<file path="config.mk">
export PLATFORM = sky130hd
export DESIGN_NAME = bus_xfer_decoder
export DESIGN_NICKNAME = d
export VERILOG_FILES = /design/src/rtl/bus_xfer_decoder.sv
export SDC_FILE = /design/constraint.sdc
export NUM_CORES = 1
export LEC_CHECK = 0
export CAP_MARGIN = 10
export CORE_UTILIZATION = 25
export CTS_CLUSTER_SIZE = 14
export DETAILED_ROUTE_END_ITERATION = 10
export DONT_BUFFER_PORTS = 1
export PLACE_DENSITY = 0.41
export SLEW_MARGIN = 10
export SYNTH_ARGS = -nofsm -noshare
export SYNTH_HDL_FRONTEND = slang
export SYNTH_SLANG_ARGS = --single-unit
export TNS_END_PERCENT = 1
</file>
<file path="constraint.sdc">
create_clock -name clk -period 2 [get_ports clk]
set_input_delay 0.4 -clock clk [delete_from_list [all_inputs] [get_ports clk]]
set_output_delay 0.4 -clock clk [all_outputs]
set_load 0.03 [all_outputs]
</file>
<file path="src/rtl/bus_xfer_decoder.sv">
// bus_xfer_decoder
//
// Sequenced register-transfer controller for the datapath bus. A source /
// destination index pair is accepted over a valid/ready handshake. The source
// is then driven onto the bus for DRIVE_CYCLES cycles, after which the
// destination load enable is pulsed together with the source drive. The
// transfer finishes with a one-cycle done pulse. Illegal indices are rejected
// with a one-cycle err pulse.
//
// Parameters:
//   N_REGS       number of implemented bus endpoints (1..32)
//   DRIVE_CYCLES cycles the source drives before the destination latches (1..15)
//
// Ports:
//   clk          clock, rising edge
//   rst          synchronous active-high reset
//   req_valid    request present
//   req_ready    idle and able to accept
//   src_idx      source register index
//   dst_idx      destination register index
//   bus_out_en   one-hot source drive enable
//   bus_in_en    one-hot destination load enable
//   done         one-cycle pulse, transfer complete
//   err          one-cycle pulse, illegal index rejected
//
// state  | meaning
// -------+-----------------------------------------------
// IDLE   | ready for a request, all enables low
// DRIVE  | source drives the bus, counter runs down to 0
// LATCH  | source still drives, destination loads
// DONE   | done pulse, enables low
// ERR    | err pulse after an illegal index, enables low

module bus_xfer_decoder #(
    parameter int N_REGS       = 32,
    parameter int DRIVE_CYCLES = 1
) (
    input  logic        clk,
    input  logic        rst,
    input  logic        req_valid,
    output logic        req_ready,
    input  logic [4:0]  src_idx,
    input  logic [4:0]  dst_idx,
    output logic [31:0] bus_out_en,
    output logic [31:0] bus_in_en,
    output logic        done,
    output logic        err
);

    typedef enum logic [2:0] {
        S_IDLE,
        S_DRIVE,
        S_LATCH,
        S_DONE,
        S_ERR
    } state_t;

    localparam logic [3:0]  CNT_LOAD  = 4'(DRIVE_CYCLES - 1);
    localparam logic [5:0]  IDX_LIMIT = 6'(N_REGS);
    localparam logic [63:0] MASK_WIDE = (64'd1 << N_REGS) - 64'd1;
    localparam logic [31:0] IMPL_MASK = MASK_WIDE[31:0];

    state_t     state;
    state_t     state_nxt;
    logic [3:0] cnt;
    logic [3:0] cnt_nxt;
    logic [4:0] src_q;
    logic [4:0] src_nxt;
    logic [4:0] dst_q;
    logic [4:0] dst_nxt;
    logic       rdy_q;
    logic       accept;
    logic       idx_bad;
    logic [31:0] src_dec;
    logic [31:0] dst_dec;

    // rdy_q holds req_ready low during reset and releases it one cycle after
    // reset drops, keeping req_ready a pure function of registered state.
    assign req_ready = (state == S_IDLE) && rdy_q;
    assign accept    = req_valid && req_ready;
    assign idx_bad   = ({1'b0, src_idx} >= IDX_LIMIT) || ({1'b0, dst_idx} >= IDX_LIMIT);

    // Mask keeps unimplemented endpoints dark even if a latched index were out of range.
    assign src_dec = (32'd1 << src_q) & IMPL_MASK;
    assign dst_dec = (32'd1 << dst_q) & IMPL_MASK;

    always_ff @(posedge clk) begin
        if (rst) begin
            state <= S_IDLE;
            cnt   <= 4'd0;
            src_q <= 5'd0;
            dst_q <= 5'd0;
            rdy_q <= 1'b0;
        end else begin
            state <= state_nxt;
            cnt   <= cnt_nxt;
            src_q <= src_nxt;
            dst_q <= dst_nxt;
            rdy_q <= 1'b1;
        end
    end

    always_comb begin
        state_nxt = state;
        cnt_nxt   = cnt;
        src_nxt   = src_q;
        dst_nxt   = dst_q;
        case (state)
            S_IDLE: begin
                if (accept) begin
                    src_nxt = src_idx;
                    dst_nxt = dst_idx;
                    if (idx_bad) begin
                        state_nxt = S_ERR;
                    end else begin
                        cnt_nxt   = CNT_LOAD;
                        state_nxt = S_DRIVE;
                    end
                end
            end
            S_DRIVE: begin
                if (cnt == 4'd0) begin
                    state_nxt = S_LATCH;
                end else begin
                    cnt_nxt = cnt - 4'd1;
                end
            end
            S_LATCH: state_nxt = S_DONE;
            S_DONE:  state_nxt = S_IDLE;
            S_ERR:   state_nxt = S_IDLE;
            default: state_nxt = S_IDLE;
        endcase
    end

    always_comb begin
        bus_out_en = 32'd0;
        bus_in_en  = 32'd0;
        done       = 1'b0;
        err        = 1'b0;
        case (state)
            S_DRIVE: bus_out_en = src_dec;
            S_LATCH: begin
                bus_out_en = src_dec;
                bus_in_en  = dst_dec;
            end
            S_DONE:  done = 1'b1;
            S_ERR:   err  = 1'b1;
            default: ;
        endcase
    end

endmodule

</file>
After elaboration in Yosys (flattened, before gate mapping)
Index checks and enable logic that the tools add are counted.
{"block": "totals", "reg_bits": 18, "in_bits": 13, "out_inout_bits": 67, "elab_cells": 35}
{"block": "op_classes", "add_sub_neg": 1, "n_eq_ne": 7, "shift": 2, "muxes": 11, "n_reduce_logical": 9}
{"cell": "32-bit 2-to-1 mux", "n": 2}
{"cell": "1-bit by 5-bit << shifter with 32-bit output, first input constant", "n": 2}
{"cell": "3-bit case mux with 3 select lines", "n": 1}
{"cell": "4-bit 2-to-1 mux", "n": 2}
{"cell": "4-bit case mux with 2 select lines", "n": 1}
{"cell": "3-bit by 2-bit == test with 1-bit output, second input constant", "n": 2}
{"cell": "3-bit 2-to-1 mux", "n": 2}
{"cell": "2-bit != test, second input constant", "n": 3}
{"cell": "4-bit zero test", "n": 1}
{"cell": "2-bit AND reduction", "n": 2}
{"cell": "4-bit by 1-bit subtractor with 4-bit output, second input constant", "n": 1}
{"cell": "3-bit by 1-bit == test with 1-bit output, second input constant", "n": 1}
{"cell": "3-bit == test, second input constant", "n": 1}
{"cell": "3-bit zero test", "n": 1}
{"cell": "1-bit 2-to-1 mux", "n": 3}
{"cell": "3-bit AND reduction", "n": 1}
{"cell": "1-bit logical AND", "n": 2}
{"cell": "2-bit nonzero test", "n": 1}
{"cell": "2-bit OR reduction", "n": 1}

Logic depth before layout (Yosys ltp)
Gate-level depths: netlist (run 1).
{"block": "logic_depth", "word_depth": 5, "mapped_depth": 6, "depth_no_buf": 5}

Least setup slack after synthesis (run 1)
No wires, ideal clock.
{"block": "synth_path", "path_kind": "reg2out", "from": "register state[0]", "to": "output port bus_in_en[1]", "arrival_ps": 1606, "required_ps": 1600, "path_slack_ps": -6, "path_stages_with_launch": 6, "n_path_buf": 0, "cell_sequence": "dfxtp_1 -> inv_1 -> ha_1 -> nor3b_2 -> nand2_1 -> nor3_1"}
{"block": "synth_between", "elab_chain_len": 2}
{"element": "from (decl)", "line": "63", "text": "state_t state;"}
{"element": "from (signal assigned)", "line": "95", "text": "state <= state_nxt;"}
{"element": "3-bit by 2-bit == test with 1-bit output", "line": "140", "text": "case (state)"}
{"element": "32-bit 2-to-1 mux", "line": "140"}
{"element": "to (decl)", "line": "45", "text": "output logic [31:0] bus_in_en,"}
No other way between the ends.

Worst setup path in the final report (run 1)
{"block": "layout_path", "from": "register state[1]", "to": "output port bus_out_en[17]"}
{"block": "layout_between", "elab_chain_len": 3, "elab_cells_between_ends": 4, "cone_classes": "2 x eq/ne; 1 x mux; 1 x reduce/logical"}
{"element": "3-bit by 2-bit == test with 1-bit output or 3-bit by 1-bit == test with 1-bit output (tied branches)", "line": "140"}
{"element": "2-bit OR reduction (no source line) (*)"}
{"element": "32-bit 2-to-1 mux (*)", "line": "140"}
{"element": "to (decl)", "line": "44", "text": "output logic [31:0] bus_out_en,"}
Every way passes the cells marked *; elsewhere a longest branch is shown, timed or not.

==> impl_results.md, run 1 <==
* Fin crit period at 1.980 ns
* Pre-Repair DR Iteration Count at 4
* Max-Cap Viols at 0
* Area growth, synth to finish at 51.66%
* Net Sw Power at between 0.6 and 0.7 mW
* Tcrit/Tclk final at 0.9902
* Synthesis Warnings at 0
* Sequential area share after synthesis at 0.2583
* Gr ovfl total at 0
* Gr usage total at 0.1345
* IO Count at 80
* Largest net degree at the start of global routing at 18
* CTS buffer count at 3
* Hold depth at 1
* Critical Path End Type: primary output
* Critical Path Start: state[1]
* Largest cells by area after synthesis: dfxtp_1 26%, nor2_1 16%, nand2_1 9.4%
* Routed wire length at around 4000 um
* Post-DP HPWL at 3114 um
* Die height at roughly 75 um
* FMAX at between 500 and 600 MHz
* H-tree Lvls at 1
* Post-Syn Instances at 204
* Cell accounting for the most synthesized area: dfxtp_1
* Worst-skew pair later-pin latency at ~0.25 ns
* Synthesized flop and latch total at 17
* Hold WC Path Type: primary input to flop
* P_leak at 0.8600 nW
* Post-DR vias/cell at 4.594
* Post-route cell area at 1998 um^2
* Share of the synthesized area in the top cell type at 0.2583
* Wl on met1 at 1723 um
* Reg-to-Reg Start: state[1]
* Initial antenna violation count at 0
* Slack of the worst reg-to-reg path at 0.53 ns
* Critical Path AT at 1.58 ns
* Switching share of power at 0.4318
* Met3 routed WL at 257 um
* Worst-path clk slew at 0.07 ns
* Hold violation count in the final report at 0
* Top Layer Used: met4
* Hold_sp: rst
* Logic pwr share at 0.517
* CP required at 1.60 ns
* CP Class: flop to primary output
* RSZ-0062 raised after global routing: yes
* Clk sinks at 17
* First-pass GRT wire length at 5892 um
* Commonest non-fill, non-tap cell in the layout: buf_4
* Startpoint types: flop
* Sequential share of power at 0.308
* Synth Net Count at roughly 220
* Synth async-reset ratio at 0
* # diodes at 0
* P_int at between 0.8 and 0.9 mW
* Vias in the first global route at 1,264
* FP Rows at 26
* Core ar. at 5075 um^2
* Die W at ~75 um
* Via count at 1,516
* Clock buffer depth at 2
* Setup bufs post-CTS at 0
* Critical-path maximum fanout at 4
* Routability cong. at between 0.7 and 0.8
* Final Max Tran Viols at 0
* Placed Area at 1838 um^2
* Filler cells at 559
* Starting density of the core at 0.2596
* Clk network pwr share at 0.175
* Capturing point of the worst reg2reg path: cnt[2]
* Met2 wire length at 2002 um
* Layout cells sized above 1 at 0.3769
* Number of flops mapped to enable cells by yosys at 0
* Reg2reg path depth at 4
* Final hold slack at 0.2047 ns
* Wirelength per Cell at roughly 12 um
* Run status: finished, final reports clean
* NumNets Final at 281
* Detailed-route DRC error count at 0
* DR iter-0 viols at 73
* Main synth FF type: dfxtp_1
* # setup viols final at 0
* PD cells at 745.7 nW/um^2
* Post-synth cell types at 38
* Clock root buffer master: clkbuf_8
* Syn Std Cell Area at 1318 um^2
* Avg Inst Size Synth at 6.458 um^2
* Commonest cells after routing, fill and taps aside: 60 x buf_4, 51 x nor2_1, 29 x nand2_1, 14 x dfxtp_1, 10 x a21oi_1
* Clock Skew at about 0.0027 ns
* Worst Hold End: dst_q[1]
* CTS tree: yes
* Final ANT Viol Nets at 0
* Die Area at 5564 um^2
* Max VDD drop at 484.0 uV
* Port-buffer cells at 0
repair_timing:
| action | CTS | global route |
|---|---|---|
| endpoints found under the setup margin | 30 | 52 |
| pin swaps | 3 | 1 |
| resized for setup | 6 | 26 |
| hold buffers | 0 | 0 |
| gates cloned | 0 | 0 |
state kept, by name, indices dropped and copies added (netlist names):
| signal | cells |
|---|---|
| dst_q | 5 |
| rdy_q | 1 |
| src_q | 5 |
| state | 2 |
| cnt | 4 |
per-stage QoR:
stage	util	setup WS (ns)	setup TNS, ns	instances	total power, mW
3_5_place_dp	0.3622	0.1176	0	326	1.110
5_1_grt	0.3937	-0.08169	-1.245	330	1.607
2_1_floorplan	-	0.004330	0	204	0.9293
4_1_cts	0.3748	-0.01309	-0.01489	330	1.403
6_report	0.3937	0.01966	0	330	1.490
3_3_place_gp	0.3622	0.1506	0	326	1.109
kinds of logic (layout without fill, tap and decap cells):
logic type | after synthesis | in the layout | share of synthesized area
mux | 2 | 2 | 0.01614
simple gates | 136 | 136 | 0.4815
fa+ha+maj | 7 | 7 | 0.06647
other cells | 1 | 1 | 0.002846
flops | 17 | 17 | 0.2583
buf+inv | 18 | 74 | 0.05698
compound gates | 23 | 23 | 0.1178
worst max-delay path, cell delays in order, from the launching register on:
cell     delay, ns
dfxtp_4       0.38
inv_2         0.06
ha_4          0.26
nor2b_4       0.21
nand2_2       0.11
nor2_1        0.12
buf_4         0.18
routing by layer:
layer / track usage / vias to the layer above
li1: - / 777
met1: 0.1682 / 702
met2: 0.2282 / 35
met3: 0.04743 / 2
met4: 0.01677 / 0
met5: 0 / -
power by group through the flow:
stage / registers, mW / clock network, mW / logic (mW)
after floorplan: 0.426 / 0 / 0.504
after global placement: 0.443 / 0 / 0.665
after detailed placement: 0.445 / 0 / 0.665
after CTS: 0.442 / 0.268 / 0.693
after global routing: 0.471 / 0.292 / 0.843
final: 0.459 / 0.261 / 0.770
cell usage after synthesis, types with 5 or more instances:
cell / n
ha_1: 7
nand2_1: 33
nor3_1: 6
nor2_1: 57
and3_1: 5
dfxtp_1: 17
clkbuf_1: 8
nand3_1: 6
inv_1: 6
nand2b_1: 9
a21oi_1: 10
nor2b_1: 6
how the worst max path moves through the flow:
stage / end / slack, ns / cells after the start
4_1_cts: bus_out_en[29] / -0.01 / 6
3_5_place_dp: bus_out_en[23] / 0.12 / 6
3_3_place_gp: bus_out_en[22] / 0.15 / 6
6_report: bus_out_en[17] / 0.02 / 6
2_1_floorplan: bus_out_en[20] / 0.004 / 5
5_1_grt: bus_out_en[20] / -0.08 / 6
final cells by class:
| cell class | instances | area, um^2 | share of cell area |
|---|---|---|---|
| multi-input combinational | 169 | 1001 | 0.5009 |
| sequential | 17 | 346.6 | 0.1734 |
| tap | 70 | 87.58 | 0.04383 |
| inverter | 6 | 22.52 | 0.01127 |
| clock buffer | 4 | 45.04 | 0.02254 |
| timing repair buffer | 64 | 495.5 | 0.2480 |
Note: power is estimated with default switching activity, not from simulation.
==> run 2: changes to the inputs <==
--- a/config.mk
+++ b/config.mk
@@ -10,8 +10,7 @@
 export CTS_CLUSTER_SIZE = 14
 export DETAILED_ROUTE_END_ITERATION = 10
 export DONT_BUFFER_PORTS = 1
-export PLACE_DENSITY = 0.41
-export SLEW_MARGIN = 10
+export SLEW_MARGIN = 20
 export SYNTH_ARGS = -nofsm -noshare
 export SYNTH_HDL_FRONTEND = slang
 export SYNTH_SLANG_ARGS = --single-unit
==> run 2 against run 1 <==
Effect of this change:
- first-iteration DRC count decreased by 22%
- core utilization decreased by 0.91 points
- cell count unchanged
- power decreased by 1.7%
- sequential share of layout area increased by 0.35 points
- cell area decreased by 2.3%
- clock skew about the same
- routed wire length decreased by 2.2%
- sequential power about the same
- largest cell class unchanged
- largest power group unchanged
- highest routed layer unchanged
==> impl_results.md, run 2 (synthesized netlist as in run 1, its figures left out) <==
* Die Area at 5564 um^2 (unchanged)
* Detailed-route DRC error count at 0 (unchanged)
* CP Class: flop to primary output
* Hold-fix buffers, CTS at 0 (unchanged)
* Final Max Tran Viols at 0 (unchanged)
* Startpoint types: flop
* Pre-Repair DR Iteration Count at 4 (unchanged)
* Initial antenna violation count at 0 (unchanged)
* Clock Skew at 0.002932 ns (+0.0002319 ns)
* Final ANT Viol Nets at 0 (unchanged)
* RSZ-0062 raised after global routing: yes
* Port-buffer cells at 0 (unchanged)
* Routability cong. at 0.8325 (+8.9%)
* # diodes at 0 (unchanged)
* Biggest regs: dst_q: 5 flops, src_q: 5 flops, cnt: 4 flops
* Final setup TNS at 0 ns (unchanged)
* Critical-path cell list: inv_4, ha_4, nor2b_4, nand3_2, nor2_1, buf_4
* First-pass GRT wire length at 5644 um (-4.2%)
* PD cells at 750.7 nW/um^2 (+0.66%)
* DR iter-0 viols at 57 (-22%)
* Hold violation count in the final report at 0 (unchanged)
* Gr ovfl total at 0 (unchanged)
* Wirelength per Cell at 11.83 um (-2.2%)
* Die height at 74.60 um (unchanged)
* Placed Area at 1838 um^2 (unchanged)
* Crit path buf inv count at 2 (unchanged)
* CTS buffer count at 3 (unchanged)
* CP top delay family: simple AND/OR/NAND/NOR gates
* Largest net degree at the start of global routing at 18 (unchanged)
* Worst-path clk slew at 0.06 ns (about the same)
* Gr usage total at 0.1292 (-0.005284)
* FMAX at 512.1 MHz (+1.4%)
* Core ar. at 5075 um^2 (unchanged)
* Clk sinks at 17 (unchanged)
* # setup viols final at 0 (unchanged)
* Setup bufs post-CTS at 0 (unchanged)
* Commonest non-fill, non-tap cell in the layout: buf_4
* P_leak at 0.8529 nW (-0.82%)
* CP required at 1.60 ns (about the same)
* Worst-skew pair later-pin latency at 0.25 ns (about the same)
* H-tree Lvls at 1 (unchanged)
* Critical Path AT at 1.55 ns (-0.03 ns)
* Run status: finished, final reports clean
* IO Count at 80 (unchanged)
* Tcrit/Tclk final at 0.9764 (-0.01379)
* FP Rows at 26 (unchanged)
* Crit path largest cell delay at 0.39 ns (about the same)
* Post-DR vias/cell at 4.591 (about the same)
* Critical Path End Type: primary output
* Routed wire length at 3904 um (-2.2%)
* Layout cells sized above 1 at 0.3385 (-0.03846)
* Die W at 74.60 um (unchanged)
* Post-route cell area at 1952 um^2 (-2.3%)
* NumNets Final at 281 (unchanged)
* Area growth, synth to finish at 48.15%
* Via count at 1,515 (-0.066%)
* Vias in the first global route at 1,234 (-2.4%)
* Clock buffer depth at 2 (unchanged)
* CTS tree: yes
* # placed instances at 326 (unchanged)
* Critical-path maximum fanout at 4 (unchanged)
* PnR Total Power at 1.465 mW (-1.7%)
* Starting density of the core at 0.2596 (unchanged)
* Final Instance Count excl. Fillers at 330 (unchanged)
* Max-Cap Viols at 0 (unchanged)
* Commonest cells after routing, fill and taps aside: 64 x buf_4, 57 x nor2_1, 31 x nand2_1, 15 x dfxtp_1, 10 x a21oi_1
* Max VDD drop at 336.3 uV (-31%)
* Fin crit period at 1.953 ns (-0.02758 ns)
* Hold WC Path Type: primary input to flop
* Crit-path slowest cell: dfxtp_4
* Clock root buffer master: clkbuf_8
* Post-DP HPWL at 3068 um (-1.5%)
==> run 2: cell counts in the layout (fill, tap and decap cells not counted) <==
No cell type changed its count.
==> run 2: timing repair <==
action | 4_1_cts | 5_1_grt
setup endpoints to repair | 35 | 50
pin swaps | 1 | 2
resized for setup | 7 | 11
==> run 2: power breakdown <==
| group | total, mW | switching, mW | internal, mW |
|---|---|---|---|
| clock | 0.249 | 0.108 | 0.141 |
| sequential | 0.460 | 0.0720 | 0.388 |
| combinational | 0.757 | 0.446 | 0.311 |
==> run 2: worst register-to-register path, delay by kind of cell (launching register included) <==
family,cells,cell delay [ns]
multiplexers,1,0.36
flip-flops,1,0.34
adder cells (fa/ha/maj),1,0.29
AO/OA/AOI/OAI,1,0.25
buffers and inverters,1,0.13
==> run 2: layout make-up <==
class / count / area [um^2]
Inverter: 6 / 25.02
Fill cell: 552 / 3123
Tap cell: 70 / 87.58
Timing Repair Buffer: 64 / 480.5
Multi-Input combinational cell: 169 / 968.4
Sequential cell: 17 / 345.3
Clock buffer: 4 / 45.04
==> run 2: worst paths after layout <==
kind | endpoint | cells past startpoint | from | slack [ns]
hold / removal | dst_q[0] | 1 | rst | 0.22
setup reg to reg | cnt[2] | 4 | state[0] | 0.54
hold reg to reg | cnt[0] | 2 | cnt[0] | 0.49
setup / recovery | bus_out_en[21] | 6 | state[1] | 0.05
==> run 2: metrics by stage <==
| step | hold WS (ns) | worst slack [ns] | utilization |
|---|---|---|---|
| global placement | 0.4705 | 0.1736 | 0.3622 |
| global route | 0.2041 | -0.01202 | 0.3846 |
| floorplan | 0.4549 | 0.004330 | - |
| CTS | 0.2100 | 0.0001250 | 0.3760 |
| detailed placement | 0.4742 | 0.1245 | 0.3622 |
| finish | 0.2153 | 0.04724 | 0.3846 |
==> run 2: metal layers <==
| metal | up-vias | track usage | share of wire |
|---|---|---|---|
| met5 | - | 0 | 0 |
| met4 | 0 | 0.02725 | 0.0044 |
| met3 | 2 | 0.04201 | 0.071 |
| met2 | 43 | 0.2232 | 0.51 |
| met1 | 689 | 0.1562 | 0.41 |
| li1 | 781 | - | - |
==> run 3: changes to the inputs <==
--- a/config.mk
+++ b/config.mk
@@ -5,7 +5,7 @@
 export SDC_FILE = /design/constraint.sdc
 export NUM_CORES = 1
 export LEC_CHECK = 0
-export CAP_MARGIN = 10
+export CAP_MARGIN = 20
 export CORE_UTILIZATION = 25
 export CTS_CLUSTER_SIZE = 14
 export DETAILED_ROUTE_END_ITERATION = 10
==> results of run 3 <==
No change in the layout: final DEF, timing and power equal those of run 2.
